===== config.mk =====
export PLATFORM = sky130hd
export DESIGN_NAME = uart_tx_arbiter
export DESIGN_NICKNAME = d
export VERILOG_FILES = /design/src/rtl/uart_tx_arbiter.sv
export SDC_FILE = /design/constraint.sdc
export NUM_CORES = 1
export LEC_CHECK = 0
export BUFFER_PORTS_ARGS = -buffer_cell sky130_fd_sc_hd__buf_2
export CORE_MARGIN = 1.5
export CORE_UTILIZATION = 55
export DETAILED_ROUTE_END_ITERATION = 12
export PLACE_DENSITY = 0.8
export SETUP_SLACK_MARGIN = 0.3
export SLEW_MARGIN = 20
export SYNTH_ARGS = -nofsm -noshare
export SYNTH_HDL_FRONTEND = slang
export SYNTH_SLANG_ARGS = --single-unit

===== constraint.sdc =====
create_clock -name Clock -period 4.4 [get_ports Clock]
set_input_delay 0.88 -clock Clock [delete_from_list [all_inputs] [get_ports Clock]]
set_output_delay 0.88 -clock Clock [all_outputs]
set_load 0.02 [all_outputs]

===== src/rtl/uart_tx_arbiter.sv =====
// Round-robin arbiter that lets NumReq requesters share one UART transmitter.
// Each transfer runs START -> BUSY -> DONE -> GAP. A start timeout aborts the transfer without an Ack.
module uart_tx_arbiter #(
    parameter int NumReq       = 4,
    parameter int ClksPerBit   = 5208,
    parameter int StartTimeout = 4 * ClksPerBit
) (
    input  logic                  Clock,
    input  logic                  ResetN,
    input  logic [NumReq-1:0]     Req,
    input  logic [8*NumReq-1:0]   ReqData,
    output logic [NumReq-1:0]     Grant,
    output logic [NumReq-1:0]     Ack,
    output logic [7:0]            TxData,
    output logic                  TxSend,
    input  logic                  TxActive,
    input  logic                  TxDone,
    output logic                  Busy,
    output logic                  TimeoutErr
);

    localparam int IdxW   = (NumReq > 1) ? $clog2(NumReq) : 1;
    localparam int GapLen = ClksPerBit + 2;
    localparam int CntMax = (StartTimeout > GapLen) ? StartTimeout : GapLen;
    localparam int CntW   = $clog2(CntMax + 1);

    typedef enum logic [2:0] {
        StIdle  = 3'd0,
        StStart = 3'd1,
        StBusy  = 3'd2,
        StDone  = 3'd3,
        StGap   = 3'd4
    } state_t;

    state_t            state;
    state_t            stateNext;
    logic [CntW-1:0]   cnt;
    logic [IdxW-1:0]   owner;
    logic [IdxW-1:0]   last;
    logic [IdxW-1:0]   winnerIdx;
    logic              winnerFound;
    logic              abortStart;
    logic [1:0]        activeSync;
    logic [1:0]        doneSync;
    logic              sActive;
    logic              sDone;
    logic [NumReq-1:0] grantR;
    logic [NumReq-1:0] ackR;
    logic [7:0]        txDataR;
    logic              txSendR;
    logic              busyR;
    logic              timeoutErrR;

    function automatic logic [NumReq-1:0] oneHot(input logic [IdxW-1:0] idx);
        logic [NumReq-1:0] v;
        v      = '0;
        v[idx] = 1'b1;
        return v;
    endfunction

    assign sActive    = activeSync[1];
    assign sDone      = doneSync[1];
    assign Grant      = grantR;
    assign Ack        = ackR;
    assign TxData     = txDataR;
    assign TxSend     = txSendR;
    assign Busy       = busyR;
    assign TimeoutErr = timeoutErrR;

    // Bring the transmitter flags from the baud-clock domain into this clock domain.
    always_ff @(posedge Clock or negedge ResetN) begin
        if (!ResetN) begin
            activeSync <= 2'b00;
            doneSync   <= 2'b00;
        end else begin
            activeSync <= {activeSync[0], TxActive};
            doneSync   <= {doneSync[0], TxDone};
        end
    end

    // Round-robin search: the first requester found after the last owner, wrapping around.
    always_comb begin
        int c;
        winnerFound = 1'b0;
        winnerIdx   = '0;
        c           = 0;
        for (int k = 1; k <= NumReq; k++) begin
            if (int'(last) + k < NumReq) begin
                c = int'(last) + k;
            end else begin
                c = int'(last) + k - NumReq;
            end
            if (!winnerFound && Req[IdxW'(c)]) begin
                winnerFound = 1'b1;
                winnerIdx   = IdxW'(c);
            end else begin
                winnerFound = winnerFound;
            end
        end
    end

    // Next-state logic for the transfer sequence.
    always_comb begin
        stateNext  = state;
        abortStart = 1'b0;
        case (state)
            StIdle: begin
                if (winnerFound) begin
                    stateNext = StStart;
                end else begin
                    stateNext = StIdle;
                end
            end
            StStart: begin
                if (sActive) begin
                    stateNext = StBusy;
                end else if (cnt == CntW'(StartTimeout - 1)) begin
                    stateNext  = StGap;
                    abortStart = 1'b1;
                end else begin
                    stateNext = StStart;
                end
            end
            StBusy: begin
                if (sDone && !sActive) begin
                    stateNext = StDone;
                end else begin
                    stateNext = StBusy;
                end
            end
            StDone: begin
                stateNext = StGap;
            end
            StGap: begin
                if (cnt == CntW'(GapLen - 1)) begin
                    stateNext = StIdle;
                end else begin
                    stateNext = StGap;
                end
            end
            default: begin
                stateNext = StIdle;
            end
        endcase
    end

    // State, counter, and owner bookkeeping.
    always_ff @(posedge Clock or negedge ResetN) begin
        if (!ResetN) begin
            state   <= StIdle;
            cnt     <= '0;
            owner   <= '0;
            last    <= IdxW'(NumReq - 1);
            txDataR <= 8'h00;
        end else begin
            state <= stateNext;
            if (stateNext != state) begin
                cnt <= '0;
            end else if (state == StStart || state == StGap) begin
                cnt <= cnt + CntW'(1);
            end else begin
                cnt <= cnt;
            end
            if (state == StIdle && winnerFound) begin
                owner   <= winnerIdx;
                txDataR <= ReqData[{winnerIdx, 3'b000} +: 8];
            end else begin
                owner   <= owner;
                txDataR <= txDataR;
            end
            if (state == StDone || abortStart) begin
                last <= owner;
            end else begin
                last <= last;
            end
        end
    end

    // Outputs are registered so that they line up with the state they belong to.
    always_ff @(posedge Clock or negedge ResetN) begin
        if (!ResetN) begin
            grantR      <= '0;
            ackR        <= '0;
            txSendR     <= 1'b0;
            busyR       <= 1'b0;
            timeoutErrR <= 1'b0;
        end else begin
            if (state == StIdle && winnerFound) begin
                grantR <= oneHot(winnerIdx);
            end else if (stateNext == StDone || stateNext == StGap || stateNext == StIdle) begin
                grantR <= '0;
            end else begin
                grantR <= grantR;
            end
            if (stateNext == StDone) begin
                ackR <= oneHot(owner);
            end else begin
                ackR <= '0;
            end
            txSendR     <= (stateNext == StStart) || (stateNext == StBusy);
            busyR       <= (stateNext != StIdle);
            timeoutErrR <= abortStart;
        end
    end

endmodule


==> summary.txt, run 1 <==
STA
  – Unrepaired setup endpoints after global routing: false
  – Final Critical Period: ~2.7 ns
  – Final setup TNS: 0 ns
  – Final Hold Vio Count: 0
  – Min Hold Slack: around 0.35 ns
  – Final setup fails: 0
  – Worst Skew: roughly 0.0075 ns
  – Worst-margin pin slew: 0.856 ns
  – Max frequency: 364 MHz
  – Final Max Tran Viols: 0
  – Max transition margin: 0.428
  – Final Cycle Share: 0.624

Layout
  – Nets: 319
  – Area grow syn2layout: 18.9%
  – Core Util, Final: 0.678
  – Ant diodes: 0
  – Design Area, Final: ~2700 um2
  – Fraction of layout cells with a size suffix above 1: 0.291

CTS
  – Clk sink count: 45
  – Clk_lat worst skew: 0.30 ns
  – CTS tree: built
  – Hold-fix buffers at CTS: 0
  – Worst-path clk slew: around 0.080 ns
  – Setup Fix Bufs, Post-CTS: 0
  – Root Driver: clkbuf_8
  – Post_cts resized: 0
  – TritonCTS Buffers: 5
  – CTS max path bufs: 2
  – CTS H-Tree Depth: 2

Logic synthesis
  – Sequential share of the synthesized area: 0.495
  – Avg Cell Area, Syn: around 10 um2
  – Number of flops mapped to enable cells by yosys: 0
  – Asr flop ratio synth: 1.00
  – Synth Instances: around 220
  – Cell area after synthesis: 2280 um2
  – Syn_nets: 260
  – Top_reg_cell synth: dfrtp_1
  – Seq cells post-synth: 45
  – Synth Warn #: 0
  – Netlist cell types: 47

Setup path
  – Worst-path maximum fanout: 20
  – CP max-delay cell: nand3_1
  – CP startpoint kind: primary input
  – Worst reg-to-reg path cell count: 5
  – Worst setup EP type: flip-flop
  – Most frequent CP cell: a211oi_1
  – Critical path class: in2reg
  – Cell Chain, Critical Path: buf_2, nor2b_1, o21ai_1, nand3_1, a211oi_1, a211oi_1
  – Largest stage delay, worst path: roughly 0.75 ns
  – Data arrival, critical path: just under 3 ns
  – Critical path required time: approximately 4.5 ns

Detailed routing
  – Drt total wl: 4660 um
  – Initial DRC Count: around 130
  – Via density: ~5.6
  – Via count: ~1800
  – DR WL/cell: between 10 and 15 um
  – DR DRC count: 0
  – Antenna Nets Post-Route: 0
  – Drt pass-1 iters: 4

Placed design
  – Placed instance area: around 2600 um2
  – DP HPWL: ~3400 um
  – Port Buffer Count: just under 60
  – GPL Wtd Cong: 0.851

Global routing
  – GRT Total Usage: 0.224
  – Number of global-route vias before repair: ~1700
  – First-pass GRT wire length: ~7700 um
  – Overflow after GRT: 0
  – Largest net degree at the start of global routing: 46
  – Initial antenna violation count: 0

Floorplan
  – IO Count: 59
  – DIE HEIGHT: slightly below 70 um
  – Initial Util: 0.570
  – Num rows: 23
  – Die area: about 4500 um2
  – Core area: 4000 um2
  – DIE WIDTH: roughly 67 um

Power
  – PD cells: about 560 nW/um2
  – IR drop worst, VDD: about 240 uV
  – Leakage: 1.27 nW
  – Tot Pwr: between 1.5 and 2 mW

Run status
  – Status: finished clean

Hold path
  – Hold depth: 0
  – Worst hold-check path type: reg2reg

Flow run
  – Max Cap Viol: 0
==> sequential cells by signal (all words and copies together), names as in the netlist <==
name        flops
Ack             4
Busy            1
Grant           4
TimeoutErr      1
TxData          8
TxSend          1
activeSync      2
cnt            15
doneSync        2
last            2
owner           2
state           3
==> final cells by class <==
class                      instances  area, um2
timing repair buffer              60        318
fill                             310       1290
clock inverter                     2       15.0
clock buffer                       6       72.6
inverter                           5       18.8
sequential                        45       1130
multi-input combinational        160       1090
tap                               50       62.6
==> stage by stage <==
step	worst slack, ns	instances
2_1_floorplan	2.14	218
3_3_place_gp	1.49	319
3_5_place_dp	1.39	319
4_1_cts	1.71	327
5_1_grt	1.50	328
6_report	1.65	328
==> report_power, final <==
group / internal [mW] / switching, mW
registers: 0.523 / 0.0913
logic: 0.260 / 0.394
clock network: 0.112 / 0.141
==> worst paths after layout <==
| check | end | start | slack, ns |
|---|---|---|---|
| worst max-delay path | TxData[5] | Req[3] | 1.65 |
| worst min-delay path | activeSync[1] | activeSync[0] | 0.35 |
| worst max register to register | TxData[5] | last[0] | 1.85 |
| worst min register to register | activeSync[1] | activeSync[0] | 0.35 |
| max in group asynchronous | last[0] | ResetN | 3.39 |
| min in group asynchronous | Busy | ResetN | 0.47 |
==> synth_stat cells (3+ instances only) <==
master / instances / area share
dfrtp_1: 43 / 0.47
nor2_1: 32 / 0.053
a211oi_1: 17 / 0.056
xor2_1: 10 / 0.038
and4_1: 9 / 0.035
nand2_1: 9 / 0.015
mux2i_1: 8 / 0.035
nand3_1: 8 / 0.018
and3_1: 6 / 0.016
xnor2_1: 6 / 0.023
clkbuf_1: 5 / 0.0082
inv_1: 5 / 0.0082
o21ai_0: 5 / 0.011
nor2b_1: 4 / 0.011
nor3_1: 4 / 0.0088
nand4_1: 3 / 0.0082
o21ai_1: 3 / 0.0066
or2_2: 3 / 0.0082
==> metal layers <==
layer,up-vias,wire length [um],part of all wire,track usage
li1,911,-,-,-
met1,872,2120,0.45,0.311
met2,55,2270,0.49,0.347
met3,5,240,0.051,0.0600
met4,0,36,0.0077,0.0638
met5,-,0,0,0
==> cell families (layout without fill, tap and decap cells) <==
| kind of cell | after synthesis | count (layout) | synth area share |
|---|---|---|---|
| xor+xnor | 16 | 16 | 0.0615 |
| mux | 10 | 10 | 0.0483 |
| compound gates | 39 | 39 | 0.126 |
| buf+inv | 13 | 73 | 0.0242 |
| flops | 45 | 45 | 0.495 |
| simple gates | 93 | 93 | 0.234 |
| fa+ha+maj | 2 | 2 | 0.0110 |
==> placed cells by master (no fill, tap or decap), types with 2 or more instances in the layout <==
cell and instances:
xor2_1 10, nor2_1 32, nand3_1 8, nor4b_1 2, ha_1 2, and3_1 6, a22o_1 2, mux2_4 2
mux2i_1 8, nand2b_1 2, a211oi_1 17, clkbuf_8 5, buf_2 58, nor2b_1 4, nand2_1 9, dfrtp_1 43
and4_1 9, o211ai_1 2, or2_2 3, o21ai_0 5, nand4_1 3, nor3_1 4, o21ai_1 3, dfstp_2 2
inv_1 5, xnor2_1 6, clkinvlp_4 2, nand3b_1 2
==> worst max-delay path: cells and delay by family <==
family,cells,cell delay (ns)
compound gates,3,1.00
buf+inv,1,0.11
simple gates,2,0.89
No activity file was read; power rests on OpenSTA's default activity.
==> run 2: changes to the inputs <==
--- a/config.mk
+++ b/config.mk
@@ -7,9 +7,9 @@
 export LEC_CHECK = 0
 export BUFFER_PORTS_ARGS = -buffer_cell sky130_fd_sc_hd__buf_2
 export CORE_MARGIN = 1.5
-export CORE_UTILIZATION = 55
+export CORE_UTILIZATION = 47
 export DETAILED_ROUTE_END_ITERATION = 12
-export PLACE_DENSITY = 0.8
+export PLACE_DENSITY = 0.72
 export SETUP_SLACK_MARGIN = 0.3
 export SLEW_MARGIN = 20
 export SYNTH_ARGS = -nofsm -noshare
==> constraint.sdc (replaced) <==
create_clock -name Clock -period 2.45 [get_ports Clock]
set_input_delay 0.49 -clock Clock [delete_from_list [all_inputs] [get_ports Clock]]
set_output_delay 0.49 -clock Clock [all_outputs]
set_load 0.02 [all_outputs]
==> run 2 against run 1 <==
Via count is 2.0% higher. Sequential share of layout area is 1.6 points lower. Combinational power is 97% higher. Hold slack worse by 0.11 ns. Cell area is 3.9% higher. Sequential cell count stayed put. Sequential power is 81% higher. Clock power is 130% higher. Worst setup slack worse by 1.2 ns. Clock skew is 0.0022 ns lower. Register-to-register slack worse by 1.4 ns. Critical path depth is 1 lower. Largest cell class unchanged. Highest routed layer unchanged.
==> summary.txt, run 2 (synthesis gave the netlist of run 1 again) <==
Setup path
  – Buffers plus inverters on the worst setup path: 0
  – CP startpoint kind: flip-flop
  – Data arrival, critical path: between 2 and 2.5 ns
  – CP max-delay cell: or4b_4
  – Crit-path leading delay family: simple AND/OR/NAND/NOR gates
  – Worst reg-to-reg path cell count: 5
  – R2r setup slk: approximately 0.44 ns
  – Worst-path maximum fanout: 4
  – Worst r2r src: cnt[9]
  – Worst setup EP type: flip-flop
  – Cell Chain, Critical Path: or4b_4, nor4_4, a21oi_2, or2_4, mux2_4
  – FF-to-FF End: last[1]
  – Largest stage delay, worst path: just under 0.6 ns
  – Critical path class: reg2reg
  – Critical path required time: around 2.7 ns

Layout
  – Commonest non-fill, non-tap cells in the layout: buf_2, dfrtp_1, nor2_1
  – Design Area, Final: roughly 2800 um2
  – Nets: approximately 330
  – Most common cell after layout, fill and taps aside: buf_2
  – Fraction of layout cells with a size suffix above 1: 0.325
  – Area grow syn2layout: 23.6%
  – Max FFs per register: 15
  – Largest register by flop count: cnt
  – Ant diodes: 0

Detailed routing
  – DR WL/cell: roughly 14 um
  – Highest Signal Layer: met4
  – Met3 WL: about 290 um
  – Initial DRC Count: approximately 110
  – Drt total wl: around 4900 um
  – Met1 wire length: about 2300 um
  – Via density: ~5.5
  – Drt pass-1 iters: 4
  – Antenna Nets Post-Route: 0
  – Routed wl met2: 2280 um
  – Via count: 1880
  – DR DRC count: 0

Placed design
  – DP HPWL: about 3500 um
  – Placed instance area: 2680 um2
  – Port Buffer Count: 58
  – GPL Wtd Cong: about 0.83

CTS
  – TritonCTS Buffers: 5
  – Hold-fix buffers at CTS: 0
  – Clk_lat worst skew: approximately 0.30 ns
  – CTS H-Tree Depth: 2
  – Worst-path clk slew: ~0.080 ns
  – Root Driver: clkbuf_8
  – CTS tree: built
  – Clk sink count: 45
  – CTS max path bufs: 2

STA
  – Max frequency: approximately 500 MHz
  – Final setup TNS: 0 ns
  – Final Hold Vio Count: 0
  – Final Critical Period: around 2 ns
  – Max transition margin: 0.535
  – Worst-margin pin slew: 0.693 ns
  – Final setup fails: 0
  – Final Cycle Share: 0.820
  – Worst Skew: about 0.0052 ns
  – Final Max Tran Viols: 0
  – Unrepaired setup endpoints after global routing: false

Run status
  – Status: finished clean

Floorplan
  – Die area: around 5300 um2
  – Num rows: 25
  – IO Count: around 60
  – DIE HEIGHT: about 73 um
  – Core area: roughly 4700 um2
  – Initial Util: 0.486
  – DIE WIDTH: between 70 and 80 um

Global routing
  – First-pass GRT wire length: between 8000 and 9000 um
  – Initial antenna violation count: 0
  – Overflow after GRT: 0
  – Largest net degree at the start of global routing: 46
  – GRT Total Usage: 0.199
  – Number of global-route vias before repair: about 1700

Power
  – IR drop worst, VDD: between 400 and 500 uV
  – Leakage: about 1.3 nW
  – Tot Pwr: 2.98 mW
  – PD cells: around 1100 nW/um2

Hold path
  – Worst hold-check path type: in2async

Flow run
  – Max Cap Viol: 0
## run 2: how the worst max path moves through the flow
stage               startpoint        end  slack [ns]  cells after the start
floorplan               cnt[9]    last[0]        0.42                      5
global placement        cnt[9]    last[0]        0.33                      5
detailed placement      Req[1]  TxData[5]        0.30                      6
CTS                     cnt[9]    last[1]        0.30                      5
global route          state[1]  TxData[1]        0.30                      6
finish                  cnt[9]    last[1]        0.44                      5
## run 2: per-stage QoR
step / setup WS (ns) / cells / hold slack (ns) / util
after floorplan: 0.424 / 218 / 0.194 / -
after global placement: 0.334 / 332 / 0.333 / 0.570
after detailed placement: 0.302 / 332 / 0.338 / 0.570
after CTS: 0.305 / 340 / 0.264 / 0.596
after global routing: 0.305 / 340 / 0.284 / 0.600
final: 0.442 / 340 / 0.241 / 0.600
## run 2: cell type report
type | instances | area, um2
Sequential cell | 45 | 1130
Tap cell | 54 | 67.6
Timing Repair Buffer | 68 | 369
Inverter | 5 | 18.8
Clock buffer | 6 | 82.6
Clock inverter | 2 | 37.5
Multi-Input combinational cell | 160 | 1110
Fill cell | 394 | 1880
## run 2: layer usage
metal	vias to the layer above	GRT usage
met1	890	0.267
met2	58	0.302
met5	-	0
li1	926	-
met4	0	0.0818
met3	6	0.0608
## run 2: timing repair
| action | in CTS | in global routing |
|---|---|---|
| resized for setup | 0 | 4 |
| setup endpoints to repair | 0 | 26 |
| setup buffers | 0 | 0 |
## run 2: power by group
group | internal (mW) | total [mW] | leakage [nW] | switching [mW]
combinational | 0.541 | 1.29 | 0.695 | 0.748
sequential | 0.939 | 1.11 | 0.572 | 0.172
clock | 0.331 | 0.584 | 0.0574 | 0.252
==> run 3: changes to the inputs <==
==> constraint.sdc (replaced) <==
create_clock -name Clock -period 1.81 [get_ports Clock]
set_input_delay 0.362 -clock Clock [delete_from_list [all_inputs] [get_ports Clock]]
set_output_delay 0.362 -clock Clock [all_outputs]
set_load 0.02 [all_outputs]
==> run 3 against run 2 <==
The flow now finishes with violations (setup timing). Utilization rose by 12 points. Combinational power up 120%. Register-to-register slack worse by 0.54 ns. Non-clock buffer count rose by 34. Clock-buffer cell count up 1. Critical path depth up 1. Hold slack got worse by 0.24 ns. Largest cell class is now multi-input gates.
==> summary.txt, run 3 (synthesis gave the netlist of run 1 again) <==
Run status
  – Status: finished with violations
  – Violated checks: setup timing

Global routing
  – Number of global-route vias before repair: just under 2000
  – Largest net degree at the start of global routing: 28
  – First-pass GRT wire length: 8910 um
  – Overflow after GRT: 0
  – Initial antenna violation count: 0
  – GRT Total Usage: 0.221

STA
  – Max frequency: roughly 520 MHz
  – Min Hold Slack: between 0.004 and 0.005 ns
  – Final setup fails: 21
  – Final Cycle Share: 1.05
  – PnR worst setup slack: -0.0986 ns
  – Worst Skew: 0.00430 ns
  – Worst-margin pin slew: 0.451 ns
  – Final Max Tran Viols: 0
  – Unrepaired setup endpoints after global routing: true
  – Final Critical Period: ~1.9 ns
  – Max transition margin: 0.698
  – Final Hold Vio Count: 0

Placed design
  – Port Buffer Count: 58
  – DP HPWL: 3860 um
  – GPL Wtd Cong: 0.859

Detailed routing
  – DR WL/cell: 15.2 um
  – DR DRC count: 0
  – Via density: about 5.5
  – Drt pass-1 iters: 4
  – Initial DRC Count: approximately 130
  – Via count: a little over 2000
  – Drt total wl: between 5000 and 6000 um
  – Antenna Nets Post-Route: 0

Layout
  – Max FFs per register: 15
  – Nets: approximately 360
  – Fillers: roughly 330
  – Area grow syn2layout: 49.2%
  – Register area: about 1100 um2
  – Commonest non-fill, non-tap cells in the layout: buf_2, dfrtp_1, buf_4
  – Ant diodes: 0
  – Fraction of layout cells with a size suffix above 1: 0.498
  – Most common cell after layout, fill and taps aside: buf_2
  – Multi-input logic area: around 1400 um2
  – Largest register by flop count: cnt
  – Core Util, Final: 0.725

Floorplan
  – IO Count: a little under 60
  – Num rows: 25
  – Die area: about 5300 um2
  – DIE HEIGHT: 72.6 um
  – Initial Util: 0.486
  – Core area: approximately 4700 um2
  – DIE WIDTH: approximately 73 um

Setup path
  – Largest stage delay, worst path: 0.56 ns
  – Worst setup EP type: flip-flop
  – Worst reg-to-reg path cell count: 6
  – Crit-path leading delay family: simple AND/OR/NAND/NOR gates
  – Crit path from: cnt[13]
  – Worst r2r src: cnt[13]
  – CP max-delay cell: or4b_4
  – Worst-path maximum fanout: 2
  – Most frequent CP cell: o211ai_1
  – R2r setup slk: -0.1 ns
  – Critical path required time: around 2.0 ns
  – Cell Chain, Critical Path: or4b_4, nor4_4, buf_4, o211ai_1, nor2_1, o211ai_1
  – Buffers plus inverters on the worst setup path: 1
  – FF-to-FF End: Busy
  – CP startpoint kind: flip-flop
  – Data arrival, critical path: between 2 and 2.5 ns
  – Critical path class: reg2reg
  – Levels on crit path: 6
  – Crit path to: Busy

Power
  – Cell internal pwr: a little under 3 mW
  – Leakage: roughly 1.6 nW
  – IR drop worst, VDD: ~900 uV
  – Logic pwr share: 0.570
  – PD cells: 1440 nW/um2
  – Flop pwr share: 0.302
  – Clock share of power: 0.128
  – Switching pwr: just under 2 mW
  – Sw frac: 0.398

CTS
  – Root Driver: clkbuf_8
  – CTS max path bufs: 2
  – Clk sink count: 45
  – CTS tree: built
  – Clk_lat worst skew: 0.29 ns
  – Worst-path clk slew: approximately 0.08 ns
  – TritonCTS Buffers: 5
  – CTS H-Tree Depth: 2

Flow run
  – Max Cap Viol: 0

Hold path
  – Worst hold-check path type: in2async
[run 3: cell count changes in the layout (fill, tap and decap cells not counted), sizes merged]
cell      change
clkbuf        +1
clkinvlp      -1
bufinv        -1
buf          +34
[run 3: power by group through the flow]
stage | clock, mW | sequential [mW] | combinational, mW
2_1_floorplan | 0 | 1.62 | 1.32
3_3_place_gp | 0 | 1.48 | 2.15
3_5_place_dp | 0 | 1.49 | 2.18
4_1_cts | 0.647 | 1.48 | 2.48
5_1_grt | 0.685 | 1.51 | 2.97
6_report | 0.628 | 1.48 | 2.79
[run 3: cell type report]
| type | count | share of cell area |
|---|---|---|
| Clock buffer | 7 | 0.0254 |
| Inverter | 5 | 0.00552 |
| Multi-Input combinational cell | 160 | 0.403 |
| Sequential cell | 45 | 0.332 |
| Tap cell | 54 | 0.0199 |
| Timing Repair Buffer | 102 | 0.213 |
[run 3: per-layer routing]
| metal | track usage | vias to the layer above | share of wire |
|---|---|---|---|
| met5 | 0 | - | 0 |
| met4 | 0.103 | 0 | 0.021 |
| met3 | 0.0470 | 10 | 0.035 |
| met2 | 0.346 | 54 | 0.49 |
| met1 | 0.294 | 1006 | 0.45 |
| li1 | - | 997 | - |
[run 3: worst min-delay path by stage]
stage                               end  slack, ns  depth (start not counted)
after global placement    activeSync[0]       0.32                          1
after CTS                        Ack[3]      0.002                          1
after detailed placement  activeSync[0]       0.33                          1
after global routing        doneSync[0]       0.03                          1
final                            Ack[3]      0.005                          1
after floorplan                  Ack[0]       0.07                          0
[run 3: metrics by stage]
step,power (mW),TNS [ns],instance area (um2),instances,setup slack (ns)
after detailed placement,3.67,-1.45,3000,352,-0.107
after floorplan,2.93,-0.512,2430,218,-0.0605
after global routing,5.17,-2.65,3400,373,-0.176
final,4.90,-0.774,3400,373,-0.0986
after CTS,4.61,-1.02,3240,369,-0.0710
after global placement,3.63,-1.01,3000,352,-0.0766
[run 3: repair_timing]
action,in CTS,in global routing
pin swaps,22,11
cloned,2,0
hold buffers,0,0
endpoints found under the hold margin,0,0
buffers inserted,8,4
gates resized for setup,18,24
setup endpoints to repair,37,38
